**src/rtl/squeeze_seq_pkg.sv**
```systemverilog
// Shared types and constants for the squeeze layer sequencer.
package squeeze_seq_pkg;

  typedef enum logic [2:0] {
    StIdle,
    StRun,
    StAck,
    StGap,
    StDone
  } seq_state_t;

  localparam int unsigned MAX_LAYERS  = 8;
  localparam int unsigned LAYER_IDX_W = $clog2(MAX_LAYERS);

  // Expected output samples per layer; indexed by layer number.
  localparam int unsigned LAYER_SAMPLES [MAX_LAYERS] = '{
    4, 6, 3, 1024, 1024, 256, 256, 64
  };

endpackage

```
**src/rtl/seq_gap_timer.sv**
```systemverilog
// Loadable down-counter with a zero flag; times the settle gap between layers.
module seq_gap_timer #(
  parameter int unsigned W = 2
) (
  input  logic         clk,
  input  logic         rst,
  input  logic         load,
  input  logic [W-1:0] load_val,
  input  logic         en,
  output logic         zero
);

  logic [W-1:0] count_q;

  always_ff @(posedge clk or negedge rst) begin
    if (!rst) begin
      count_q <= '0;
    end else if (load) begin
      count_q <= load_val;
    end else if (en && (count_q != '0)) begin
      count_q <= count_q - W'(1);
    end
  end

  assign zero = (count_q == '0);

endmodule

```
**src/rtl/squeeze_layer_sequencer.sv**
```systemverilog
// Enables one layer at a time, acknowledges its finish, inserts a settle gap, moves on.
// Optional sample-count checking is built when SEQ_SAMPLE_CHECK_EN is defined.
module squeeze_layer_sequencer
  import squeeze_seq_pkg::*;
#(
  parameter int unsigned N_LAYERS   = 8,
  parameter int unsigned GAP_CYCLES = 2,
  parameter int unsigned CNT_W      = 12
) (
  input  logic                        clk,
  input  logic                        rst,
  input  logic                        start,
  output logic [N_LAYERS-1:0]         layer_en,
  input  logic [N_LAYERS-1:0]         layer_finish,
  input  logic [N_LAYERS-1:0]         layer_sample,
  output logic [N_LAYERS-1:0]         ram_feedback,
  output logic [$clog2(N_LAYERS)-1:0] cur_layer,
  output logic                        busy,
  output logic                        done,
  output logic                        err
);

  localparam int unsigned IDX_W = $clog2(N_LAYERS);
  localparam int unsigned GAP_W = (GAP_CYCLES > 1) ? $clog2(GAP_CYCLES) : 1;
  localparam logic [N_LAYERS-1:0] LAYER_ONE = N_LAYERS'(1);

  seq_state_t       state;
  logic             gap_zero;
  logic             is_last;
  logic             cur_finish;
  logic [IDX_W-1:0] next_layer;

  assign is_last    = (cur_layer == IDX_W'(N_LAYERS - 1));
  assign next_layer = cur_layer + IDX_W'(1);
  assign cur_finish = layer_finish[cur_layer];

  seq_gap_timer #(
    .W (GAP_W)
  ) u_gap_timer (
    .clk      (clk),
    .rst      (rst),
    .load     (state == StAck),
    .load_val (GAP_W'(GAP_CYCLES - 1)),
    .en       (state == StGap),
    .zero     (gap_zero)
  );

  // All handshake outputs are registered so reset clears them without delay.
  always_ff @(posedge clk or negedge rst) begin
    if (!rst) begin
      state        <= StIdle;
      layer_en     <= '0;
      ram_feedback <= '0;
      cur_layer    <= '0;
      busy         <= 1'b0;
      done         <= 1'b0;
    end else begin
      ram_feedback <= '0;
      done         <= 1'b0;
      unique case (state)
        StIdle: begin
          if (start) begin
            state     <= StRun;
            cur_layer <= '0;
            layer_en  <= LAYER_ONE;
            busy      <= 1'b1;
          end
        end
        StRun: begin
          if (cur_finish) begin
            state        <= StAck;
            layer_en     <= '0;
            ram_feedback <= LAYER_ONE << cur_layer;
          end
        end
        StAck: begin
          state <= StGap;
        end
        StGap: begin
          if (gap_zero) begin
            if (is_last) begin
              state <= StDone;
              busy  <= 1'b0;
              done  <= 1'b1;
            end else begin
              state     <= StRun;
              cur_layer <= next_layer;
              layer_en  <= LAYER_ONE << next_layer;
            end
          end
        end
        StDone: begin
          state <= StIdle;
        end
        default: begin
          state <= StIdle;
        end
      endcase
    end
  end

`ifdef SEQ_SAMPLE_CHECK_EN
  logic [CNT_W-1:0] cnt_q;
  logic [CNT_W-1:0] cnt_next;
  logic [CNT_W-1:0] cnt_expect;
  logic             err_q;

  // A strobe coincident with finish is included in the compared count.
  always_comb begin
    cnt_next = cnt_q;
    if (layer_sample[cur_layer] && (cnt_q != '1)) begin
      cnt_next = cnt_q + CNT_W'(1);
    end
  end

  assign cnt_expect = CNT_W'(LAYER_SAMPLES[LAYER_IDX_W'(cur_layer)]);

  always_ff @(posedge clk or negedge rst) begin
    if (!rst) begin
      cnt_q <= '0;
      err_q <= 1'b0;
    end else if ((state == StIdle) && start) begin
      cnt_q <= '0;
      err_q <= 1'b0;
    end else if ((state == StGap) && gap_zero) begin
      cnt_q <= '0;
    end else if (state == StRun) begin
      cnt_q <= cnt_next;
      if (cur_finish && (cnt_next != cnt_expect)) begin
        err_q <= 1'b1;
      end
    end
  end

  assign err = err_q;
`else
  logic             unused_sample;
  logic [CNT_W-1:0] unused_cnt;

  assign unused_sample = ^layer_sample;
  assign unused_cnt    = '0;
  assign err           = 1'b0;
`endif

endmodule

```
**config.mk**
```make
export PLATFORM = sky130hd
export DESIGN_NAME = squeeze_layer_sequencer
export DESIGN_NICKNAME = d
export VERILOG_FILES = /design/src/rtl/squeeze_seq_pkg.sv /design/src/rtl/seq_gap_timer.sv /design/src/rtl/squeeze_layer_sequencer.sv
export SDC_FILE = /design/constraint.sdc
export NUM_CORES = 1
export LEC_CHECK = 0
export BUFFER_PORTS_ARGS = -buffer_cell sky130_fd_sc_hd__buf_2
export CORE_MARGIN = 4
export CORE_UTILIZATION = 38
export CTS_BUF_LIST = sky130_fd_sc_hd__clkbuf_4 sky130_fd_sc_hd__clkbuf_8
export DETAILED_ROUTE_END_ITERATION = 10
export MAX_ROUTING_LAYER = met4
export SETUP_SLACK_MARGIN = 0.02
export SLEW_MARGIN = 25
export SYNTH_ARGS = -nofsm -noshare
export SYNTH_HDL_FRONTEND = slang
export SYNTH_SLANG_ARGS = --single-unit
```
**constraint.sdc**
```tcl
create_clock -name clk -period 2.9 [get_ports clk]
set_input_delay 0.58 -clock clk [delete_from_list [all_inputs] [get_ports clk]]
set_output_delay 0.58 -clock clk [all_outputs]
set_load 0.02 [all_outputs]
```
# Yosys cells after proc, flatten, opt, wreduce, memory -nomap -nowiden
# Index checks and enable logic that the tools add are counted.
[classes] n_eq_ne=9 n_reduce_logical=9 shift=2 n_mux=27 order_cmp=1 addsub=2
[ops] op="$mux W8" count=6
[ops] op="$pmux W8 S3" count=1
[ops] op="$mux W3" count=7
[ops] op="$shl A1 B3 Y8 const A" count=2
[ops] op="$pmux W3 S4" count=1
[ops] op="$ne A2 B2 Y1 const B" count=5
[ops] op="$mux W1" count=9
[ops] op="$reduce_and A4 Y1" count=2
[ops] op="$eq A3 B2 Y1 const B" count=2
[ops] op="$pmux W3 S2" count=1
[ops] op="$reduce_and A5 Y1" count=1
[ops] op="$lt A3 B4 Y1 const B" count=1
[ops] op="$reduce_bool A2 Y1" count=2
[ops] op="$add A3 B1 Y3 const B" count=1
[ops] op="$bmux W1 S3" count=1
[ops] op="$eq A3 B1 Y1 const B" count=1
[ops] op="$eq A3 B3 Y1 const B" count=1
[ops] op="$logic_not A3 Y1" count=1
[ops] op="$reduce_and A3 Y1" count=1
[ops] op="$reduce_bool A3 Y1" count=1
[ops] op="$pmux W1 S2" count=1
[ops] op="$logic_and A1 B1 Y1" count=1
[ops] op="$sub A1 B1 Y1 const B" count=1
[word_totals] out_inout_bits=22 reg_bits=25 wordCells=57

# Logic depth before layout (Yosys ltp)
# Gate-level depths: netlist of run 1.
[logic_depth] ltp_word=5 mapped_depth=6 mapped_depth_nobuf=6

# Hierarchy
# A second synthesis of run 1 with hierarchy kept.
[unflattened] cells_unflattened=109 area_unflattened_um2=1224.9
[modules_own_cells] module="squeeze_layer_sequencer" seq_area_each_um2=600.6 area_per_inst_um2=1179.9 cells_per_inst=105 instances=1
[modules_own_cells] module="seq_gap_timer" seq_area_each_um2=25.0 area_per_inst_um2=45.0 cells_per_inst=4 instances=1

# Worst setup path after synthesis of run 1
# Ideal clock, no wire load.
[synth_timing] path_type="register to register" from="register cur_layer[1]" to="register layer_en[1]" arrival_ns=2.071 synth_period_minus_slack_ns=2.196 slack_ns=0.704 stages_incl_launch_ff=6 required_ns=2.775 cell_sequence="dfrtp_1 buf_6 mux2i_1 mux4_2 a211oi_4 mux2_2"
[synth_between] elab_chain_cells=5
[synth_rtl] item="start: declaration" line="squeeze_layer_sequencer.sv:17" text="output logic [$clog2(N_LAYERS)-1:0] cur_layer,"
[synth_rtl] item="start signal: assignment" line="squeeze_layer_sequencer.sv:87" text="cur_layer <= next_layer;"
[synth_rtl] item="$add A3 B1 Y3" line="squeeze_layer_sequencer.sv:34" text="assign next_layer = cur_layer + IDX_W'(1);"
[synth_rtl] item="$shl A1 B3 Y8" line="squeeze_layer_sequencer.sv:88" text="layer_en <= LAYER_ONE << next_layer;"
[synth_rtl] item="$mux W8" line="squeeze_layer_sequencer.sv:81" text="if (is_last) begin"
[synth_rtl] item="$mux W8" line="squeeze_layer_sequencer.sv:80" text="if (gap_zero) begin"
[synth_rtl] item="$pmux W8 S3" line="squeeze_layer_sequencer.sv:60" text="unique case (state)"
[synth_rtl] item="end signal: assignment" line="squeeze_layer_sequencer.sv:88"
[synth_rtl] item="end: declaration" line="squeeze_layer_sequencer.sv:13" text="output logic [N_LAYERS-1:0] layer_en,"
# Parallel ways exist; a longest one is shown, timed or not. The select of a mux whose other input is x is not followed.
# A chain may end at the register's enable or synchronous reset.

# Final worst setup path of run 1
[layout_timing] from="register cur_layer[1]" to="register layer_en[2]"
# Same word-level chain as after synthesis.

==> metrics, run 1 <==
Mapped Area=1240 sq um; Clock Power Share=13.3%; most common cell in the netlist=dfrtp_1; fill count=296; Leak=0.769 nW; Synth area leader=dfrtp_1; PostCTS Resize Cnt=0; Non-Filler Instances=188; residual DRC count=0; global route overflow=0; clock root buffer=clkbuf_4; Total Neg Setup Slack=0 ns; sequential share of power=41.6%; post-route ant nets=0; top-area cell type share of the netlist area=50.5%; synthesized instance count=113; Slew headroom=64.1%; hold_buf cts=0; layout cell share with drive strength beyond 1=29.2%; post-DP HPWL=1.90 mm; vias in the first global route=926; fin. max-slew vios=0; Avg WL per Cell=12.8 microns; clk_lat worst skew=0.32 ns; FF+latch count, synth=25; Port-buffer cells=31; DIE AREA=4240 sq um; dominant synthesized flop cell=dfrtp_1; largest family of logic cells by synthesized area=simple AND/OR/NAND/NOR gates; Area Growth Syn to Fin=17.3%; cts bufs inserted=3; fmax=431 MHz; Mapped Nets=139; Commonest cells post-synth=dfrtp_1, nand2_1, mux2i_1, inv_1; Worst Path Required=3.12 ns; Final period util=80.0%; clk sink count=25; Tightest Hold Check Type=in -> async; Setup-failing EPs final=0; status=finished clean; switching share of power=41.3%; fin crit period=2.32 ns; Final Core Density=47.2%; Final Hold Viols=0; crit path capture type=register; Die H=65.1 microns; CP arrival=2.54 ns; Starting Density=40.2%; cell total after placement=184; Worst IR Drop VDD=0.354 mV; Int Power=688 uW; GPL Wtd Cong=0.849; R2R Setup Slk=0.58 ns; top post-synthesis cells by area=dfrtp_1, mux2i_1, ha_1; GR Util All Layers=13.3%; fin nets=171; mux cell area share after synthesis=13.5%; postcts setup bufs=0; wire length of the first global-routing pass=4.23 mm; I/O Pins=41; die width=65.1 microns; H-tree levels=1; TritonCTS clock tree=yes; design area=1450 sq um; RSZ-0062 raised after global routing=no; CTS clk-pin slew, worst paths=0.15 ns; Comb pwr share=45.1%; core box area=3080 sq um; Max Cap Violations=0; post-synth cell types=27; CP Launch Type=register; P_sw=484 uW; row count=20; DR vias/cell=4.76; Power Density=807 nW/um^2; fraction of synthesized cell area in xor and xnor cells=0%; final WL=2.40 mm; Initial DRC Count=27; post-synthesis sequential area ratio=50.5%; compound-gate portion of the synthesized area=5.76%; Worst Tran Pin Value=0.539 ns; final hold slack=0.220 ns; post-synthesis simple-gate area fraction=18.0%; Vias=895; Post-synth EDFFs=0; Fin Clk Skew=0.0165 ns; ANT cells=0; async set or reset register ratio after synthesis=100%; synthesized-area fraction occupied by adder cells=7.07%; Pre-antenna DRT Iters=6; WS Path Type=reg -> reg; CP max FO=8; clk buf depth=2; YS warnings=0; DP Area=1420 sq um; initial antenna violation count=0; syn_area_per_cell=11.0 sq um; largest net degree at the start of global routing=26
cell usage in the layout (no fill, tap or decap), drive strengths merged:
cell       n
nor4       1
o21ai      3
mux4       1
nor4bb     1
a21oi      4
mux2i     10
nor3       2
buf       31
o2bb2ai    1
nand3b     1
and3       5
conb       1
a21o       1
nor2b      1
clkbuf     3
nand2b     2
and2       6
and4       2
inv        9
clkinvlp   1
mux2       4
a211oi     1
nand2     14
ha         7
nor2       7
dfrtp     25
final timing paths:
check	from	end	cells past startpoint
worst max-delay path	cur_layer[1]	layer_en[2]	6
worst min-delay path	rst	cur_layer[2]	1
worst max register to register	cur_layer[1]	layer_en[2]	6
worst min register to register	busy	busy	2
max in group asynchronous	rst	layer_en[4]	1
min in group clk	busy	busy	2
layout make-up:
type | count | area (sq um) | share of cell area (%)
clock inverter | 1 | 7.51 | 0.517
tap | 44 | 55.1 | 3.79
timing repair buffer | 31 | 155 | 10.7
inverter | 9 | 33.8 | 2.33
sequential | 25 | 626 | 43.1
clock buffer | 3 | 22.5 | 1.55
multi-input combinational | 75 | 553 | 38.1
critical path: stages (launching register included):
cell	delay, ns
dfrtp_1	0.53
ha_1	0.28
ha_1	0.22
o21ai_0	0.17
a21oi_1	0.12
a211oi_4	0.50
mux2_2	0.40
power groups by stage:
stage	Clock, mW	Combinational, mW	Sequential (mW)
CTS	0.161	0.536	0.487
floorplan	0	0.373	0.519
global placement	0	0.522	0.489
finish	0.156	0.528	0.488
detailed placement	0	0.533	0.494
global route	0.178	0.587	0.500
through the flow:
step                setup slack, ns  total power, mW
floorplan                     0.704            0.892
global placement              0.584             1.01
detailed placement            0.547             1.03
CTS                           0.553             1.18
global route                  0.398             1.27
finish                        0.579             1.17
cells by family (layout without fill, tap and decap cells):
kind of cell | Yosys count | count (layout)
and+or+nand+nor | 42 | 42
DFF | 25 | 25
muxes | 15 | 15
buffers and inverters | 13 | 44
AOI/OAI and AO/OA | 10 | 10
adders and majority gates | 7 | 7
other | 1 | 1
flip-flops by register name (all words and copies together), names as in the netlist:
register / count
busy: 1
ram_feedback: 8
state: 3
u_gap_timer.count_q: 1
done: 1
cur_layer: 3
layer_en: 8
metal layers:
metal / wire length, microns / GRT usage [%]
met1: 1080 / 16.6
met4: 27 / 5.44
met5: 0 / -
met3: 104 / 1.54
met2: 1190 / 22.2
Note: power is estimated with default switching activity, not from simulation.
==> run 2, diff against run 1 <==
- PLACE_DENSITY: not set -> 0.65
- clock period: 2.9 -> 2.09 ns (I/O delays scaled with it)
==> metrics, run 2 (same netlist as run 1, synthesis figures left out) <==
Initial DRC Count=40 (was 27); Slew headroom=64.7% (was 64.1%); wire length of the first global-routing pass=4.06 mm (was 4.23 mm); CTS clk-pin slew, worst paths=0.13 ns (was 0.15 ns); postcts setup bufs=0 (unchanged); residual DRC count=0 (unchanged); largest net degree at the start of global routing=26 (unchanged); CP Launch Type=register (unchanged); largest stage delay on the critical path=0.50 ns (was 0.53 ns); row count=20 (unchanged); Worst Tran Pin Value=0.530 ns (was 0.539 ns); Leak=0.779 nW (was 0.769 nW); clk sink count=25 (unchanged); Final Hold Viols=0 (unchanged); status=finished clean (unchanged); fin crit period=2.03 ns (was 2.32 ns); CP max FO=8 (unchanged); Starting Density=40.2% (unchanged); Fin Clk Skew=0.00279 ns (was 0.0165 ns); crit path cell chain=ha_2, ha_1, o21ai_1, a21oi_2, a211oi_4, mux2_2 (was ha_1, ha_1, o21ai_0, a21oi_1, a211oi_4, mux2_2); Power Density=1140 nW/um^2 (was 807 nW/um^2); R2R Setup Slk=0.06 ns (was 0.58 ns); H-tree levels=1 (unchanged); Largest regs=layer_en x8, ram_feedback x8 (unchanged); highest-delay cell along the critical path=dfrtp_2 (was dfrtp_1); sequential share of power=40.5% (was 41.6%); fin nets=173 (was 171); Vias=910 (was 895); vias in the first global route=883 (was 926); worst reg2reg path depth=6 (unchanged); post-route ant nets=0 (unchanged); Worst IR Drop VDD=0.437 mV (was 0.354 mV); area occupied by registers=628 sq um (was 626 sq um); area taken by multi-input logic gates=559 sq um (was 553 sq um); RSZ-0062 raised after global routing=yes (was no); Total Neg Setup Slack=0 ns (unchanged); Tightest Hold Check Type=in -> async (unchanged); DIE AREA=4240 sq um (unchanged); critical path launch point=cur_layer[1] (unchanged); clock root buffer=clkbuf_4 (unchanged); r2r startpoint=cur_layer[1] (unchanged); Clock Power Share=12.5% (was 13.3%); Worst Path Required=2.31 ns (was 3.12 ns); post-DP HPWL=1.86 mm (was 1.90 mm); CP arrival=2.25 ns (was 2.54 ns); switching share of power=40.4% (was 41.3%); cts bufs inserted=3 (unchanged); final WL=2.38 mm (was 2.40 mm); Port-buffer cells=31 (unchanged); initial antenna violation count=0 (unchanged); Crit path max-delay family=compound AO/OA/AOI/OAI gates (unchanged); fmax=492 MHz (was 431 MHz); core box area=3080 sq um (unchanged); clk_lat worst skew=0.32 ns (about the same); Setup-failing EPs final=0 (unchanged); Avg WL per Cell=12.5 microns (was 12.8 microns); crit path to=layer_en[2] (unchanged); GR Util All Layers=12.8% (was 13.3%); reg-to-reg endpoint=layer_en[2] (unchanged); Area Growth Syn to Fin=19.3% (was 17.3%); Comb pwr share=47.0% (was 45.1%); die width=65.1 microns (unchanged); Max Cap Violations=0 (unchanged); dpl ws=0.00204 ns (was 0.547 ns); worst setup margin=0.0563 ns (was 0.579 ns); fin. max-slew vios=0 (unchanged); CP Depth=6 (unchanged); Worst Path Buf+Inv=0 (unchanged); TritonCTS clock tree=yes (unchanged); GPL Wtd Cong=0.793 (was 0.849); I/O Pins=41 (unchanged); crit path capture type=register (unchanged); P_sw=680 uW (was 484 uW); clk buf depth=2 (unchanged); leading cell type in the layout, fill and taps excluded=buf_2 (unchanged); most frequent cells in the layout=buf_2, dfrtp_1, nand2_1 (unchanged); fill count=311 (was 296); Final period util=97.3% (was 80.0%); Pre-antenna DRT Iters=4 (was 6); layout cell share with drive strength beyond 1=33.6% (was 29.2%); global route overflow=0 (unchanged); Int Power=1.00 mW (was 688 uW); DR vias/cell=4.79 (was 4.76); Die H=65.1 microns (unchanged); WS Path Type=reg -> reg (unchanged); ANT cells=0 (unchanged)
## run 2: per-stage QoR
step | power, mW | std cells | hold WS (ns) | utilization (%) | instance area, sq um
after floorplan | 1.24 | 113 | 0.122 | - | 1240
after global placement | 1.45 | 186 | 0.435 | 46.8 | 1440
after detailed placement | 1.47 | 186 | 0.436 | 46.8 | 1440
after CTS | 1.67 | 190 | 0.0782 | 47.7 | 1470
after global routing | 1.81 | 190 | 0.0833 | 48.0 | 1480
final | 1.68 | 190 | 0.0553 | 48.0 | 1480
## run 2: how the worst min path moves through the flow
stage	endpoint	slack (ns)	cells after the start
2_1_floorplan	busy	0.12	0
3_3_place_gp	state[1]	0.43	1
3_5_place_dp	u_gap_timer.count_q	0.44	1
4_1_cts	layer_en[1]	0.08	1
5_1_grt	layer_en[2]	0.08	1
6_report	state[1]	0.06	1
## run 2: power by group through the flow
stage / registers [mW] / logic (mW) / clock network (mW)
3_5_place_dp: 0.688 / 0.778 / 0
6_report: 0.681 / 0.790 / 0.211
4_1_cts: 0.678 / 0.777 / 0.217
5_1_grt: 0.699 / 0.874 / 0.238
3_3_place_gp: 0.682 / 0.767 / 0
2_1_floorplan: 0.724 / 0.519 / 0
## run 2: final cells by class
class / count / share of cell area (%)
Sequential cell: 25 / 42.5
Multi-Input combinational cell: 75 / 37.8
Timing Repair Buffer: 33 / 11.8
Tap cell: 44 / 3.73
Inverter: 9 / 2.29
Clock buffer: 3 / 1.52
Clock inverter: 1 / 0.339
## run 2: worst reg2reg max path, delay by kind of cell (launching register included)
family / cells / cell delay (ns)
fa+ha+maj: 2 / 0.44
compound gates: 3 / 0.62
flops: 1 / 0.50
mux: 1 / 0.38
## run 2: metal layers
layer | up-vias | GRT usage (%) | routed length [microns]
li1 | 443 | - | -
met1 | 438 | 15.5 | 1120
met2 | 25 | 19.9 | 1090
met3 | 4 | 3.59 | 118
met4 | 0 | 6.22 | 47
met5 | - | - | 0
## run 2: timing repair
action,in CTS,in global routing
gates resized for setup,0,4
hold buffers,0,0
setup endpoints to repair,7,10
pin swaps,1,2
